`config.mk`:
```
export PLATFORM = sky130hd
export DESIGN_NAME = ex_ctl
export DESIGN_NICKNAME = d
export VERILOG_FILES = /design/src/rtl/ex_ctl.sv
export SDC_FILE = /design/constraint.sdc
export NUM_CORES = 1
export LEC_CHECK = 0
export CAP_MARGIN = 20
export CORE_MARGIN = 8
export CORE_UTILIZATION = 40
export CTS_CLUSTER_SIZE = 10
export DETAILED_ROUTE_END_ITERATION = 10
export DONT_BUFFER_PORTS = 1
export PLACE_DENSITY = 0.59
export SLEW_MARGIN = 0
export SYNTH_ARGS = -nofsm -noshare
export SYNTH_HDL_FRONTEND = slang
export SYNTH_SLANG_ARGS = --single-unit
```
`constraint.sdc`:
```
create_clock -name clk -period 2.23 [get_ports clk]
set_clock_uncertainty 0.2 [all_clocks]
set_input_delay 0.446 -clock clk [delete_from_list [all_inputs] [get_ports clk]]
set_output_delay 0.446 -clock clk [all_outputs]
set_load 0.01 [all_outputs]
```
`src/rtl/ex_ctl.sv`:
```
// ex_ctl: minicpu EX-stage decode plus HI/LO multiply/divide sequencer.
// Decode is combinational on I2; the sequencer launches mul/div ops and owns HI/LO stalls.
module ex_ctl #(
  parameter int ALUSEL_W   = 8,
  parameter int QCSEL_W    = 6,
  parameter int MUL_CYCLES = 4,
  parameter int DIV_CYCLES = 32,
  parameter int CNT_W      = 6
) (
  input  logic                clk,
  input  logic                reset_n,
  input  logic [31:0]         I2,
  input  logic                I2valid,
  input  logic                Hold,
  output logic [ALUSEL_W-1:0] ALUsel,
  output logic [QCSEL_W-1:0]  QCsel,
  output logic                UseImm,
  output logic                MDstart,
  output logic [1:0]          MDop,
  output logic                MDbusy,
  output logic                MDdone,
  output logic                Stall
);

  localparam logic [ALUSEL_W-1:0] ALU_ADD  = ALUSEL_W'(1 << 0);
  localparam logic [ALUSEL_W-1:0] ALU_SUB  = ALUSEL_W'(1 << 1);
  localparam logic [ALUSEL_W-1:0] ALU_AND  = ALUSEL_W'(1 << 2);
  localparam logic [ALUSEL_W-1:0] ALU_OR   = ALUSEL_W'(1 << 3);
  localparam logic [ALUSEL_W-1:0] ALU_XOR  = ALUSEL_W'(1 << 4);
  localparam logic [ALUSEL_W-1:0] ALU_NOR  = ALUSEL_W'(1 << 5);
  localparam logic [ALUSEL_W-1:0] ALU_SLT  = ALUSEL_W'(1 << 6);
  localparam logic [ALUSEL_W-1:0] ALU_SLTU = ALUSEL_W'(1 << 7);

  localparam logic [QCSEL_W-1:0] QC_EQ  = QCSEL_W'(1 << 0);
  localparam logic [QCSEL_W-1:0] QC_NE  = QCSEL_W'(1 << 1);
  localparam logic [QCSEL_W-1:0] QC_LEZ = QCSEL_W'(1 << 2);
  localparam logic [QCSEL_W-1:0] QC_GTZ = QCSEL_W'(1 << 3);
  localparam logic [QCSEL_W-1:0] QC_LTZ = QCSEL_W'(1 << 4);
  localparam logic [QCSEL_W-1:0] QC_GEZ = QCSEL_W'(1 << 5);

  localparam logic [CNT_W-1:0] MUL_LAT = CNT_W'(MUL_CYCLES);
  localparam logic [CNT_W-1:0] DIV_LAT = CNT_W'(DIV_CYCLES);

  typedef enum logic [1:0] {IDLE, BUSY, DONE} state_e;

  logic [5:0] op;
  logic [5:0] fn;
  logic [4:0] rt;
  logic       is_sp, is_ri, is_br, is_imm, is_ls;
  logic       mdop, hiuse, issue;
  logic       unused_bits;

  state_e           state_q, state_d;
  logic [CNT_W-1:0] cnt_q, cnt_d;

  assign op = I2[31:26];
  assign fn = I2[5:0];
  assign rt = I2[20:16];
  assign unused_bits = ^{I2[25:21], I2[15:6]};

  assign is_sp  = op == 6'h00;
  assign is_ri  = op == 6'h01;
  assign is_br  = op[5:2] == 4'b0001;
  assign is_imm = op[5:3] == 3'b001;
  assign is_ls  = op[5:4] == 2'b10;

  // Shifts carry shamt in the immediate field and bypass the ALU select.
  always_comb begin
    ALUsel = '0;
    QCsel  = '0;
    UseImm = 1'b0;
    unique case (1'b1)
      is_sp: begin
        case (fn)
          6'h00, 6'h02, 6'h03: UseImm = 1'b1;
          6'h20, 6'h21:        ALUsel = ALU_ADD;
          6'h22, 6'h23:        ALUsel = ALU_SUB;
          6'h24:               ALUsel = ALU_AND;
          6'h25:               ALUsel = ALU_OR;
          6'h26:               ALUsel = ALU_XOR;
          6'h27:               ALUsel = ALU_NOR;
          6'h2a:               ALUsel = ALU_SLT;
          6'h2b:               ALUsel = ALU_SLTU;
          default: ;
        endcase
      end
      is_ri: begin
        if (rt[3:1] == 3'b000)
          QCsel = rt[0] ? QC_GEZ : QC_LTZ;
      end
      is_br: begin
        case (op[1:0])
          2'b00: QCsel = QC_EQ;
          2'b01: QCsel = QC_NE;
          2'b10: QCsel = QC_LEZ;
          2'b11: QCsel = QC_GTZ;
        endcase
      end
      is_imm: begin
        UseImm = 1'b1;
        case (op[2:0])
          3'd0, 3'd1: ALUsel = ALU_ADD;
          3'd2:       ALUsel = ALU_SLT;
          3'd3:       ALUsel = ALU_SLTU;
          3'd4:       ALUsel = ALU_AND;
          3'd5:       ALUsel = ALU_OR;
          3'd6:       ALUsel = ALU_XOR;
          3'd7:       ALUsel = ALU_OR;
        endcase
      end
      is_ls: begin
        UseImm = 1'b1;
        ALUsel = ALU_ADD;
      end
      default: ;
    endcase
  end

  assign mdop  = is_sp & (fn[5:2] == 4'b0110);
  assign hiuse = is_sp & (fn[5:2] == 4'b0100);
  // reset_n gates the launch so MDstart is quiet while reset is held.
  assign issue = reset_n & I2valid & mdop & ~Hold & (state_q == IDLE);

  always_ff @(posedge clk or negedge reset_n) begin
    if (!reset_n) begin
      state_q <= IDLE;
      cnt_q   <= '0;
    end else begin
      state_q <= state_d;
      cnt_q   <= cnt_d;
    end
  end

  always_comb begin
    state_d = state_q;
    cnt_d   = cnt_q;
    MDdone  = 1'b0;
    unique case (state_q)
      IDLE: begin
        if (issue) begin
          state_d = BUSY;
          cnt_d   = fn[1] ? DIV_LAT : MUL_LAT;
        end
      end
      BUSY: begin
        cnt_d = cnt_q - 1'b1;
        if (cnt_q == CNT_W'(1))
          state_d = DONE;
      end
      DONE: begin
        MDdone  = 1'b1;
        state_d = IDLE;
      end
      default: state_d = IDLE;
    endcase
  end

  assign MDstart = issue;
  assign MDop    = fn[1:0];
  assign MDbusy  = state_q != IDLE;
  assign Stall   = I2valid & (mdop | hiuse) & (state_q != IDLE);

endmodule

```
; ---- Word level (Yosys, flattened, before mapping)
; Memories as Yosys holds them, arrays and structs flattened.
; Cells that the tools add are included.
[classes]
add_sub_neg = 1
eq_ne = 26
n_bitwise = 10
n_reduce_logical = 13
n_mux = 15
[op_table]
columns = operator, count
row1 = $pmux 8 s8, 1
row2 = $eq 6x6->1 const B, 10
row3 = $mux 6, 4
row4 = $pmux 6 s2, 2
row5 = $pmux 6 s4, 1
row6 = $pmux 8 s3, 1
row7 = $eq 6x1->1 const B, 2
row8 = $eq 6x2->1 const B, 2
row9 = $logic_not 6->1, 2
row10 = $and 1x1->1, 8
row11 = $eq 2x2->1 const B, 4
row12 = $eq 4x3->1 const B, 2
row13 = $reduce_or 2->1, 3
row14 = $sub 6x1->6 const B, 1
row15 = $eq 2x1->1 const B, 2
row16 = $eq 4x1->1 const B, 1
row17 = $logic_not 2->1, 2
row18 = $mux 2, 2
row19 = $ne 2x2->1 const B, 2
row20 = $pmux 2 s2, 1
row21 = $reduce_and 2->1, 2
row22 = $reduce_bool 2->1, 2
row23 = $eq 3x1->1 const B, 1
row24 = $logic_not 3->1, 1
row25 = other kinds (5), 6
[totals]
out_inout_bits = 21
n_memories = 1
in_bits = 36
romBits = 48
word_cells = 68
ff_bits = 8
[mem_list]
columns = name, depth, width, rd, rd_clocked_by_memory_dff, write_ports, line
row1 = (name not given), 8, 6, 1, 0, 0, 101  ; case (op[2:0])

; ---- Depth between registers and ports, before layout
; Gate-level depths: netlist (run 1).
[logic_depth]
ltp_word = 7
mapped_depth = 5
depth_no_buf = 5

; ---- Worst setup path before layout (run 1)
; No wires, ideal clock.
[synth_timing]
path_type = input to output
startpoint = input I2[29]
endpoint = output Stall
cell_stages = 4
n_path_buf = 1
path_slack_ns = -0.318
t_required_ns = 1.584
arrival_ns = 1.902
path_cell_list = or4_1 buf_2 or4_1 nor3b_1
[synth_between]
elab_chain_len = 5
word_cells_on_any_way = 6
[synth_lines]
columns = item, line
row1 = start: declaration, 12  ; input logic [31:0] I2,
row2 = $logic_not 6->1 (*), 61  ; assign is_sp = op == 6'h00;
row3 = $and 1x1->1 (on tied branches), "119, 120"
row4 = $or 1x1->1 (*), 161  ; assign Stall = I2valid & (mdop | hiuse) & (state_q != IDLE);
row5 = $and 1x1->1 (*) (2 in a row), 161
row6 = end: declaration, 22  ; output logic Stall
; Mark *: on every way between the ends. The rest lies on a longest branch, timed or not.

; ---- Final worst setup path (run 1)
[layout_timing]
startpoint = input I2[29]
endpoint = output UseImm
[layout_between]
elab_chain_len = 3
word_cells_on_any_way = 4
[layout_lines]
columns = item, line
row1 = $eq 3x1->1, 64  ; assign is_imm = op[5:3] == 3'b001;
row2 = $reduce_or 2->1 (no line), -
row3 = $pmux 1 s2 (*), 72  ; unique case (1'b1)
row4 = end: declaration, 17  ; output logic UseImm,
; Marks and branches as above.

==> results.md, run 1 <==
- Growth of design area from synthesis to finish: 31.3%
- Antenna violation net count after detailed routing: 0
- Critical path type: input pin to output pin
- Initial Utilization: 0.408
- Via count of the first global-routing pass: 796
- RSZ-0062 raised after global routing: true
- Switching part of the total power: 0.270
- Power share of the sequential group: 0.472
- Fraction of final layout cells with drive strength greater than 1: 0.343
- Worst hold path type: input pin to flip-flop
- DRC Markers: 0
- Number of cells in the design after placement: 127
- Number of flops mapped to enable cells by yosys: 0
- Core Footprint: 1880 µm²
- CTS root buffer: sky130_fd_sc_hd__clkbuf_4
- Async S/R FF share, synth: 1.00
- Iteration-0 DRC count of the detailed router: 26
- Router iterations before antenna repair: 4
- Die Span X: 59.8 µm
- Kind of start point of the critical path: input pin
- Final critical path time including I/O delays and setup: 2.41 ns
- Final Hold Slack: 0.0961 ns
- Clock share of power: 0.328
- FMAX: 415 MHz
- Highest net fanout along the worst path: 5
- Final count of hold timing violations: 0
- Element type at the critical path end: output pin
- Setup slack of the most critical reg-to-reg path: 0.21 ns
- Final worst path period share: 1.08
- Net count after synthesis: 135
- Smallest setup slack after layout: -0.181 ns
- Final WL: 2.36 mm
- Detailed placer's ending HPWL: 1.81 mm
- Pin count of the biggest net entering global routing: 12
- CTS Sinks: 8
- Routed length per instance: 17.9 µm
- Failing checks: negative setup slack
- Largest buffer count on any clock path: 2
- Max-capacitance violation count: 0
- Worst max-slew margin expressed relative to the limit: 0.700
- VDD IR max: 0.000301 V
- Final RePlAce weighted congestion: 0.842
- Count of state elements after synthesis: 8
- Number of nets in the finished design: 145
- # IOs: 57
- Switching pwr: 0.0910 mW
- Power Density: 335 nW/µm²
- Sequential area share after synthesis: 0.261
- Remaining Overflow, GRT: 0
- Per-cell via count in the routed design: 5.84
- Area share of the largest cell type after synthesis: 0.261
- Internal power: 0.246 mW
- Number of vias in the routed layout: 771
- Top flip-flop cell by instance count after synthesis: sky130_fd_sc_hd__dfrtp_1
- CP Data Arrival Time: 1.76 ns
- Worst Max-Slew Pin Slew: 0.445 ns
- Dpl cell area: 898 µm²
- Number of rows created at floorplan: 16
- TritonCTS clock tree: done
- Most frequent cell after synthesis: sky130_fd_sc_hd__nor2_1
- Cell area after layout: 1010 µm²
- Per-instance average area after synthesis: 7.91 µm²
- Total Negative Setup Slacks: -1.34 ns
- Number of antenna violations at the first check in global routing: 0
- Yosys warning total: 0
- Cells after Synth: 97
- Clock H-tree levels: 1
- Logic gate share of total power: 0.200
- Required time of the critical path: 1.58 ns
- Worst-path clk slew: 0.05 ns
- Number of distinct standard cells referenced by the synthesized netlist: 40
- First-pass GRT wire length: 3.73 mm
- CTS Buf Count: 3
- Synth Cell Area: 767 µm²
- Skew-Pair Late Insertion Delay: 0.25 ns
- Die Ht: 59.8 µm
- Setup violation total in the final timing report: 13
- Cell types with the highest counts after synthesis: sky130_fd_sc_hd__nor2_1 (11), sky130_fd_sc_hd__nand2_1 (9), sky130_fd_sc_hd__dfrtp_1 (8)
- Static leakage: 0.398 nW
- Count of non-filler cells in the finished layout: 132
- Total global-route track usage: 0.137
- Run status: complete, but fails checks
- Area leader, netlist: sky130_fd_sc_hd__dfrtp_1
- Area of the die: 3570 µm²
- Number of antenna cells inserted: 0
- Buffers added on ports: 0
- Max Slew Vio Count: 0
- Biggest area contributors in the synthesized netlist: sky130_fd_sc_hd__dfrtp_1 (26%), sky130_fd_sc_hd__nor2_1 (5.4%), sky130_fd_sc_hd__or4_1 (4.9%), sky130_fd_sc_hd__nand2_1 (4.4%), sky130_fd_sc_hd__ha_1 (3.3%)
## layout by cell type, fill, tap and decap left out, drive strengths merged, types with 2 or more instances in the layout
cell      n
nand2b    3
or2       3
nand3b    3
ha        2
nand2     9
a221oi    2
nor4      3
or4b      2
nor3b     2
nand4b    2
nor2     12
dfrtp     8
nor2b     2
nor3      5
clkbuf    3
o22ai     2
inv       6
o21ai     3
or4       5
buf       9
nand3     2
o2bb2ai   2
## critical path, cell delays in order
cell                        delay, ns
sky130_fd_sc_hd__or4_4           0.54
sky130_fd_sc_hd__or4_4           0.48
sky130_fd_sc_hd__nor2_4          0.14
sky130_fd_sc_hd__o2bb2ai_2       0.15
## logic make-up after synthesis
family / Yosys count / synth area share
AO/OA/AOI/OAI: 15 / 0.142
XOR/XNOR: 1 / 0.0114
adder cells (fa/ha/maj): 2 / 0.0326
buffers and inverters: 11 / 0.0669
flip-flops: 8 / 0.261
multiplexers: 2 / 0.0277
AND/OR/NAND/NOR: 58 / 0.458
## per-layer routing
| layer | track usage | wire (µm) |
|---|---|---|
| met1 | 0.116 | 787 |
| met2 | 0.272 | 1260 |
| met3 | 0.0602 | 288 |
| met4 | 0.0408 | 21 |
| met5 | 0 | 0 |
## registers in the layout, indices dropped and copies added, names as in the netlist
name	cells
cnt_q	6
state_q	2
## per-stage QoR
step	total power, mW	setup WS (ns)	utilization
final	0.337	-0.181	0.535
after global routing	0.357	-0.209	0.535
after CTS	0.338	-0.194	0.527
after detailed placement	0.221	-0.191	0.477
after global placement	0.218	-0.184	0.477
after floorplan	0.218	-0.234	-
## final cells by class
cell class | instances | area, µm²
Clock buffer | 3 | 22.5
Inverter | 6 | 22.5
Tap cell | 27 | 33.8
Sequential cell | 8 | 200
Timing Repair Buffer | 10 | 81.3
Fill cell | 185 | 875
Multi-Input combinational cell | 78 | 647
## power groups by stage
stage	combinational (mW)	sequential (mW)	clock, mW
finish	0.0675	0.159	0.111
global route	0.0746	0.160	0.123
CTS	0.0675	0.159	0.111
detailed placement	0.0592	0.162	0
global placement	0.0565	0.161	0
floorplan	0.0579	0.160	0
## final timing paths
kind	cells after the start	from	endpoint
worst max-delay path	4	I2[29]	UseImm
worst min-delay path	1	I2[1]	cnt_q[2]
worst max register to register	5	state_q[1]	cnt_q[0]
worst min register to register	2	cnt_q[1]	cnt_q[1]
max in group asynchronous	1	reset_n	cnt_q[2]
min in group asynchronous	1	reset_n	cnt_q[4]
## what timing repair did
action / in CTS / in global routing
setup endpoints to repair: 13 / 13
resized for setup: 9 / 3
pin swaps: 5 / 2
hold buffers: 1 / 0
setup buffers: 1 / 0
endpoints found under the hold margin: 8 / 0
Power figures use the tool's default switching activity.
==> run 2: changes to the inputs <==
CORE_ASPECT_RATIO = 1.25   (was default)
PLACE_DENSITY = 0.57   (was 0.59)
clock period = 2.6 ns   (was 2.23 ns; I/O delays follow)
==> results.md, run 2 (synthesis gave the netlist of run 1 again) <==
- TritonCTS clock tree: done
- Buffers added on ports: 0 (unchanged)
- Growth of design area from synthesis to finish: 20.9%
- Final critical path time including I/O delays and setup: 2.57 ns
- Fraction of met2 tracks used by global routing: 0.223 (-0.0490)
- Startpoint of the worst setup timing path: I2[29]
- Most used cell, CP: sky130_fd_sc_hd__or4_4
- Largest buffer count on any clock path: 2 (unchanged)
- Number of antenna violations at the first check in global routing: 0 (unchanged)
- Element type at the critical path end: output pin
- # IOs: 57 (unchanged)
- Highest-delay cell along the critical path: sky130_fd_sc_hd__or4_4
- Seq. cell area: 200 µm² (unchanged)
- CTS root buffer: sky130_fd_sc_hd__clkbuf_4
- FMAX: 389 MHz
- Antenna violation net count after detailed routing: 0 (unchanged)
- Run status: finished clean
- Worst flop-to-flop path endpoint: cnt_q[3]
- Global routing usage on met3: 0.0457 (-0.0146)
- Power Density: 303 nW/µm² (-9.4%)
- CP peak stage delay: 0.56 ns (+0.02 ns)
- Critical path capture point: UseImm
- Highest-utilization routing layer at the global route stage: met2
- Number of cells in the design after placement: 120 (-5.5%)
- Max-capacitance violation count: 0 (unchanged)
- Detailed placer's ending HPWL: 1.81 mm (+0.16%)
- Count of non-filler cells in the finished layout: 124 (-6.1%)
- Number of vias in the routed layout: 775 (+0.52%)
- Number of antenna cells inserted: 0 (unchanged)
- Total Negative Setup Slacks: 0 ns (+1.34 ns)
- CTS Sinks: 8 (unchanged)
- VDD IR max: 0.000123 V (-59%)
- Clock H-tree levels: 1 (unchanged)
- Combined area of the multi-input logic cells: 581 µm² (-10%)
- Final worst path period share: 0.989
- Number of rows created at floorplan: 17 (+1)
- Critical path type: input pin to output pin
- Final RePlAce weighted congestion: 0.830 (-1.5%)
- R2R cell count: 4 (-1)
- Required time of the critical path: 1.88 ns (+0.30 ns)
- GRT met1 Usage: 0.119 (+0.00289)
- CP Data Arrival Time: 1.85 ns (+0.09 ns)
- Fillers: 182 (-1.6%)
- Remaining Overflow, GRT: 0 (unchanged)
- DRC Markers: 0 (unchanged)
- Initial Utilization: 0.429 (+0.0217)
- Via count of the first global-routing pass: 826 (+3.8%)
- Iteration-0 DRC count of the detailed router: 13 (-50%)
- Commonest cells after routing, fill and taps aside: sky130_fd_sc_hd__nand2_1 (9), sky130_fd_sc_hd__nor2_1 (9), sky130_fd_sc_hd__buf_4 (9)
- RSZ-0062 raised after global routing: true
- CTS Buf Count: 3 (unchanged)
- Final Hold Slack: 0.170 ns (+0.0735 ns)
- Flip-flop count of the largest register, all copies and words added: 6 (unchanged)
- Final count of hold timing violations: 0 (unchanged)
- Largest registers: cnt_q x6, state_q x2
- Setup violation total in the final timing report: 0 (-13)
- Worst-path clk slew: 0.05 ns (about the same)
- Number of nets in the finished design: 145 (unchanged)
- Per-cell via count in the routed design: 6.25 (+7.0%)
- Kind of cell adding the most delay to the critical path: simple AND/OR/NAND/NOR gates
- Hold depth: 1 (unchanged)
- Die Ht: 65.0 µm (+8.6%)
- First-pass GRT wire length: 3.57 mm (-4.1%)
- Pin count of the biggest net entering global routing: 12 (unchanged)
- Core Footprint: 1790 µm² (-5.1%)
- Final WL: 2.25 mm (-4.6%)
- Max Slew Vio Count: 0 (unchanged)
- Total stage count of the critical path: 4 (unchanged)
- Routed length per instance: 18.1 µm (+1.6%)
- Worst Max-Slew Pin Slew: 0.511 ns (+0.0668 ns)
- Overall power of the completed layout: 0.281 mW (-17%)
- Series of cell instances along the critical path: or4_4, or4_4, nor2_4, o2bb2ai_2
- Kind of start point of the critical path: input pin
- Post CTS Setup Buffer Count: 0 (-1)
- Reg2reg start: state_q[1]
- Total global-route track usage: 0.127 (-0.0101)
- Largest register by flop count: cnt_q
- Die Span X: 55.2 µm (-7.7%)
- Skew-Pair Late Insertion Delay: 0.25 ns (about the same)
- Router iterations before antenna repair: 4 (unchanged)
- Highest net fanout along the worst path: 5 (unchanged)
- Setup slack of the most critical reg-to-reg path: 0.56 ns (+0.35 ns)
- Worst max-slew margin expressed relative to the limit: 0.658 (-0.0421)
- Fraction of final layout cells with drive strength greater than 1: 0.286 (-0.0571)
- Worst hold path type: input pin to flip-flop
- Area of the die: 3580 µm² (+0.23%)
- Static leakage: 0.394 nW (-0.94%)
- Number of buffers and inverters on the critical path: 0 (unchanged)
run 2: cell type report:
type | instances | share of cell area
multi-input combinational | 78 | 0.626
tap | 19 | 0.0256
clock buffer | 3 | 0.0243
sequential | 8 | 0.216
timing repair buffer | 10 | 0.0837
inverter | 6 | 0.0243
run 2: metrics by stage:
step	setup WS [ns]	util	cell area (µm²)
finish	0.0292	0.519	927
global route	-0.00152	0.519	927
CTS	0.0289	0.511	912
detailed placement	-0.0525	0.487	870
global placement	-0.0575	0.487	870
floorplan	-0.0233	-	807
run 2: repair_timing:
item / in CTS / in global routing
resized for setup: 2 / 4
hold endpoints to repair: 8 / 0
hold buffers: 1 / 0
setup endpoints to repair: 6 / 3
run 2: worst min path at each step:
stage | to | from | slack (ns)
global route | cnt_q[2] | I2[1] | 0.17
finish | cnt_q[2] | I2[1] | 0.17
detailed placement | cnt_q[3] | reset_n | 0.02
CTS | cnt_q[2] | I2[1] | 0.16
floorplan | cnt_q[0] | reset_n | 0.02
global placement | cnt_q[1] | reset_n | 0.02
run 2: report_power, final:
part	internal (mW)	leakage, nW	switching, mW	total, mW
combinational	0.0240	0.284	0.0279	0.0519
clock	0.0527	0.0138	0.0403	0.0930
sequential	0.131	0.0966	0.00557	0.136
run 2: worst register-to-register path: stages (launching register included):
cell	delay [ns]
sky130_fd_sc_hd__dfrtp_1	0.40
sky130_fd_sc_hd__or4b_2	0.72
sky130_fd_sc_hd__nor4_4	0.19
sky130_fd_sc_hd__nor2_2	0.11
sky130_fd_sc_hd__a211o_1	0.31
run 2: routing by layer:
layer  part of all wire  vias to the layer above
met1               0.36                      367
met5                  0                        -
met2               0.53                       31
met4              0.014                        0
li1                   -                      373
met3              0.086                        4
